[src/rtl/cto2_pkg.sv]
// ============================================================================
// Module : cto2_pkg
// Shared types and constants for the cto2_sweep response-signature block.
// Rev    : 1.0  initial release
// ============================================================================
`default_nettype none

package cto2_pkg;

  typedef enum logic [1:0] {
    IDLE  = 2'd0,
    DRIVE = 2'd1,
    DONE  = 2'd2
  } state_e;

  localparam int unsigned VEC_W  = 3;
  localparam int unsigned SIG_W  = 8;
  localparam int unsigned HOLD_W = 4;
  localparam logic [SIG_W-1:0] GOLDEN_SIG = 8'h1A;

endpackage

`default_nettype wire

[src/rtl/cto2_hold_cnt.sv]
// ============================================================================
// Module : cto2_hold_cnt
// Counts cycles a stimulus vector is held; tc_o flags the last held cycle.
// Rev    : 1.0  initial release
// ============================================================================
`default_nettype none

module cto2_hold_cnt
  import cto2_pkg::*;
#(
  parameter int unsigned HOLD_CYCLES = 1
) (
  input  logic clk,
  input  logic rst,
  input  logic clr_i,
  input  logic en_i,
  output logic tc_o
);

  localparam logic [HOLD_W-1:0] C_LAST = HOLD_W'(HOLD_CYCLES - 1);

  logic [HOLD_W-1:0] cnt_q;
  logic [HOLD_W-1:0] cnt_d;

  assign tc_o = en_i && (cnt_q == C_LAST);

  always_comb begin
    cnt_d = cnt_q;
    if (clr_i) begin
      cnt_d = '0;
    end else if (en_i) begin
      cnt_d = tc_o ? '0 : cnt_q + 1'b1;
    end
  end

  always_ff @(posedge clk) begin
    if (rst) begin
      cnt_q <= '0;
    end else begin
      cnt_q <= cnt_d;
    end
  end

endmodule

`default_nettype wire

[src/rtl/cto2_sweep.sv]
// ============================================================================
// Module : cto2_sweep
// Drives all eight {a,b,c} vectors, captures the returned bit s into an
// 8-bit signature and optionally compares it to EXPECTED.
// Optional feature macro: CTO2_SWEEP_CHECK_EN (signature comparator / match).
// Rev    : 1.0  initial release
// ============================================================================
`default_nettype none

module cto2_sweep
  import cto2_pkg::*;
#(
  parameter int unsigned      HOLD_CYCLES = 1,
  parameter logic [SIG_W-1:0] EXPECTED    = GOLDEN_SIG
) (
  input  logic             clk,
  input  logic             rst,
  input  logic             start,
  input  logic             abort,
  input  logic             s,
  output logic             a,
  output logic             b,
  output logic             c,
  output logic             busy,
  output logic             done,
  output logic [SIG_W-1:0] resp,
  output logic             match
);

  state_e             state_q, state_d;
  logic [VEC_W-1:0]   idx_q, idx_d;
  logic [VEC_W-1:0]   abc_q, abc_d;
  logic [SIG_W-1:0]   resp_q, resp_d;
  logic               done_q, done_d;
  logic               start_acc;
  logic               cnt_clr;
  logic               cnt_en;
  logic               cnt_tc;

  cto2_hold_cnt #(
    .HOLD_CYCLES(HOLD_CYCLES)
  ) u_hold_cnt (
    .clk   (clk),
    .rst   (rst),
    .clr_i (cnt_clr),
    .en_i  (cnt_en),
    .tc_o  (cnt_tc)
  );

  always_comb begin
    state_d   = state_q;
    idx_d     = idx_q;
    abc_d     = abc_q;
    resp_d    = resp_q;
    done_d    = 1'b0;
    start_acc = 1'b0;
    cnt_clr   = 1'b0;
    cnt_en    = 1'b0;
    case (state_q)
      IDLE: begin
        if (start && !abort) begin
          state_d   = DRIVE;
          idx_d     = '0;
          abc_d     = '0;
          resp_d    = '0;
          start_acc = 1'b1;
          cnt_clr   = 1'b1;
        end
      end
      DRIVE: begin
        if (abort) begin
          state_d = IDLE;
          abc_d   = '0;
          cnt_clr = 1'b1;
        end else begin
          cnt_en = 1'b1;
          if (cnt_tc) begin
            resp_d[idx_q] = s;
            idx_d         = idx_q + 1'b1;
            // Last vector sampled: return the bus to zero instead of a ninth vector.
            if (idx_q == VEC_W'(7)) begin
              state_d = DONE;
              abc_d   = '0;
            end else begin
              abc_d = idx_q + 1'b1;
            end
          end
        end
      end
      DONE: begin
        state_d = IDLE;
        abc_d   = '0;
        done_d  = !abort;
      end
      default: begin
        state_d = IDLE;
        abc_d   = '0;
      end
    endcase
  end

  always_ff @(posedge clk) begin
    if (rst) begin
      state_q <= IDLE;
      idx_q   <= '0;
      abc_q   <= '0;
      resp_q  <= '0;
      done_q  <= 1'b0;
    end else begin
      state_q <= state_d;
      idx_q   <= idx_d;
      abc_q   <= abc_d;
      resp_q  <= resp_d;
      done_q  <= done_d;
    end
  end

`ifdef CTO2_SWEEP_CHECK_EN
  logic match_q;

  // Compare happens on the DONE->IDLE edge so match rises together with done.
  always_ff @(posedge clk) begin
    if (rst) begin
      match_q <= 1'b0;
    end else if (start_acc) begin
      match_q <= 1'b0;
    end else if (done_d) begin
      match_q <= (resp_q == EXPECTED);
    end
  end

  assign match = match_q;
`else
  assign match = 1'b0;
`endif

  assign {a, b, c} = abc_q;
  assign busy      = (state_q == DRIVE);
  assign done      = done_q;
  assign resp      = resp_q;

endmodule

`default_nettype wire

[config.mk]
export PLATFORM = sky130hd
export DESIGN_NAME = cto2_sweep
export DESIGN_NICKNAME = d
export VERILOG_FILES = /design/src/rtl/cto2_pkg.sv /design/src/rtl/cto2_hold_cnt.sv /design/src/rtl/cto2_sweep.sv
export SDC_FILE = /design/constraint.sdc
export NUM_CORES = 1
export LEC_CHECK = 0
export ABC_CLOCK_PERIOD_IN_PS = 2600
export BUFFER_PORTS_ARGS = -buffer_cell sky130_fd_sc_hd__buf_2
export CELL_PAD_IN_SITES_DETAIL_PLACEMENT = 0
export CELL_PAD_IN_SITES_GLOBAL_PLACEMENT = 1
export CORE_MARGIN = 10
export CORE_UTILIZATION = 44
export DETAILED_ROUTE_END_ITERATION = 10
export HOLD_SLACK_MARGIN = 0.08
export MAX_ROUTING_LAYER = met4
export PLACE_DENSITY_LB_ADDON = 0.1
export SKIP_LAST_GASP = 1
export SYNTH_ARGS = -nofsm -noshare
export SYNTH_HDL_FRONTEND = slang
export SYNTH_SLANG_ARGS = --single-unit
[constraint.sdc]
create_clock -name clk -period 2.6 [get_ports clk]
set_clock_uncertainty 0.15 [all_clocks]
set_input_delay 0.52 -clock clk [delete_from_list [all_inputs] [get_ports clk]]
set_output_delay 0.52 -clock clk [all_outputs]
set_load 0.01 [all_outputs]
==> flow_summary.toml <==
[final_layout]
nets = 154
drive_gt1_share_pct = 20.1
instances_no_fill = 174
ff_latch_area_um2 = 420
post-route-util_pct = 51.9
final_cell_mix = "dfxtp_1, buf_2, nand2b_1, a221oi_1, nand3_1"
fillCellCount = 249
multi_input_area_um2 = 687
final_common_cell = "dfxtp_1"
n_antenna_cell = 0
areaGrowthSynthToFinish_pct = 10.7

[floorplanning]
row_count = 18
die_h_um = 71.6
ios = 19
dieArea_um2 = 5130
fp.dieW_um = 71.6
coreArea_um2 = 2500
start_util_pct = 46.9

[synthesis]
ys_types = 38
synth_ff_type = "dfxtp_1"
yosys.area.top_type_share_pct = 35.9
yosysTopAreaCell = "dfxtp_1"
syn_inst = 131
netlist_area_um2 = 1170
yosysSeqAreaShare_pct = 35.9
ys_async_sr_fraction_pct = 0
yosys_warnings = 0
syn_area_per_cell_um2 = 8.95
synth_edf_count = 0
ys_seq_elements = 21
synth_nets = 140
synth_area_leaders = "dfxtp_1, nand2b_1, a221oi_1, ha_1, o32ai_1"

[grt]
gr-total-overflow = 0
grt_pass1_vias = 1019
grt_pass1_wl_mm = 4.93
grtUsageTotal_pct = 11.9
antenna_found_initial = 0
grt_max_degree = 26

[detailed_routing]
route.vias.total = 1047
wl_per_cell_um = 16.1
met1Wirelength_mm = 1.32
drt_first_pass_iters = 4
wl_met2_mm = 1.36
wl_met3_um = 101
post_drt_via_cell_ratio = 6.02
drt_iter0_drc = 84
drc_errors = 0
routed_wl_mm = 2.81
highest_layer = "met4"
ant_nets = 0

[setup_path]
cp_slowest_cell = "dfxtp_1"
cp_num_buf_inv = 2
reg2reg_to = "abc_q[0]"
cp_cell_sequence = "nor2b_1 > buf_4 > buf_2"
slowest_delay_ps = 470
setup.worst_path.end_class = "output port"
arrival_ps = 1280
r2r-start = "u_hold_cnt.cnt_q[0]"
critPathTopFamily = "flip-flops"
worst-path-max-fanout = 10
worst_r2r_path_depth = 5
cp-start-kind = "register"
path_class = "register to output port"
worstPathRequired_ps = 1930
r2r_slack_ps = 670

[timing]
rsz0062_at_grt = "false"
hold_violations = 0
slew_violations = 0
period_share_pct = 74.8
finalSetupViolCount = 0
setup_tns_ps = 0
period_minus_slack_ps = 1950
max_freq_mhz = 514

[pwr]
power_density_nw_per_um2 = 429
peakVddDrop_mv = 0.220
p_leak_nw = 0.469

[cts]
cts_tree = "built"
cts_buffer_depth = 2
clk_latency_ps = 310
root_buffer = "clkbuf_4"
cts_setup_buffers = 0
ctsResizeCount = 0
h-tree-depth = 1
cts_sinks = 21
postCtsHoldBufs = 0
numCtsBuffers = 3
clk_pin_slew_ps = 110

[placement]
place_congestion = 0.724
dp_cells = 170
hpwlAfterDp_mm = 2.00
io_buffer_count = 17

[flow_run]
max_cap_viol_count = 0

[worst_hold_path]
holdPathStages = 2
hp-class = "input port to register"
min_from = "abort"
hold_end = "done"

[run_status]
status = "complete, no violations"
-- cells in the mapped netlist (5+ instances only) --
master	instances
o32ai_1	5
nand3_1	7
a221oi_1	8
dfxtp_1	21
a21oi_1	5
nand2b_1	15
inv_1	5
clkbuf_1	9
-- power by group --
group / switching (W) / leakage [nW] / internal (W)
logic: 0.0000399 / 0.285 / 0.0000274
clock network: 0.0000997 / 0.0150 / 0.0000599
registers: 0.00000528 / 0.169 / 0.000324
total: 0.000145 / 0.469 / 0.000412
-- routing by layer --
metal,GRT usage [%],vias to the layer above
met1,14.5,497
met4,4.73,0
met5,-,-
met2,18.2,26
met3,2.89,4
li1,-,520
-- cell type report --
cell class	instances	area share (%)
multi-input cells	94	52.9
flip-flops and latches	21	32.4
repair buffers	20	8.29
well taps	30	2.89
clock buffers	4	2.03
inverters	5	1.45
-- cell families after synthesis --
family	count (synthesis)	share of synthesized area, %
other cells	1	0.320
simple gates	54	30.8
buf+inv	16	5.55
fa+ha+maj	4	4.27
compound gates	31	19.7
mux	4	3.42
flops	21	35.9
-- state kept, by name (all words and copies together) (netlist names) --
| name | flops |
|---|---|
| state_q | 2 |
| u_hold_cnt.cnt_q | 4 |
| resp | 8 |
| idx_q | 3 |
| abc_q | 3 |
| done | 1 |
-- worst reg2reg max path, delay by kind of cell (launching register included) --
family                   cells  cell delay (ps)
adder cells (fa/ha/maj)      1              190
AND/OR/NAND/NOR              1              520
AO/OA/AOI/OAI                1              350
flip-flops                   1              360
buffers and inverters        1               80
multiplexers                 1              220
-- worst max path at each step --
stage,from,cells after the start,end
after floorplan,abort,4,u_hold_cnt.cnt_q[2]
after global placement,abort,4,u_hold_cnt.cnt_q[2]
after detailed placement,abort,4,u_hold_cnt.cnt_q[2]
after CTS,u_hold_cnt.cnt_q[0],5,abc_q[1]
after global routing,state_q[0],3,busy
final,state_q[0],3,busy
-- per-stage QoR --
stage,worst slack [ps],power (W),area (µm²),hold slack [ps]
finish,654,0.000557,1300,305
global route,536,0.000587,1300,310
CTS,648,0.000562,1300,295
detailed placement,541,0.000403,1270,316
global placement,553,0.000403,1270,312
floorplan,731,0.000386,1170,321
No activity file was read; power rests on OpenSTA's default activity.
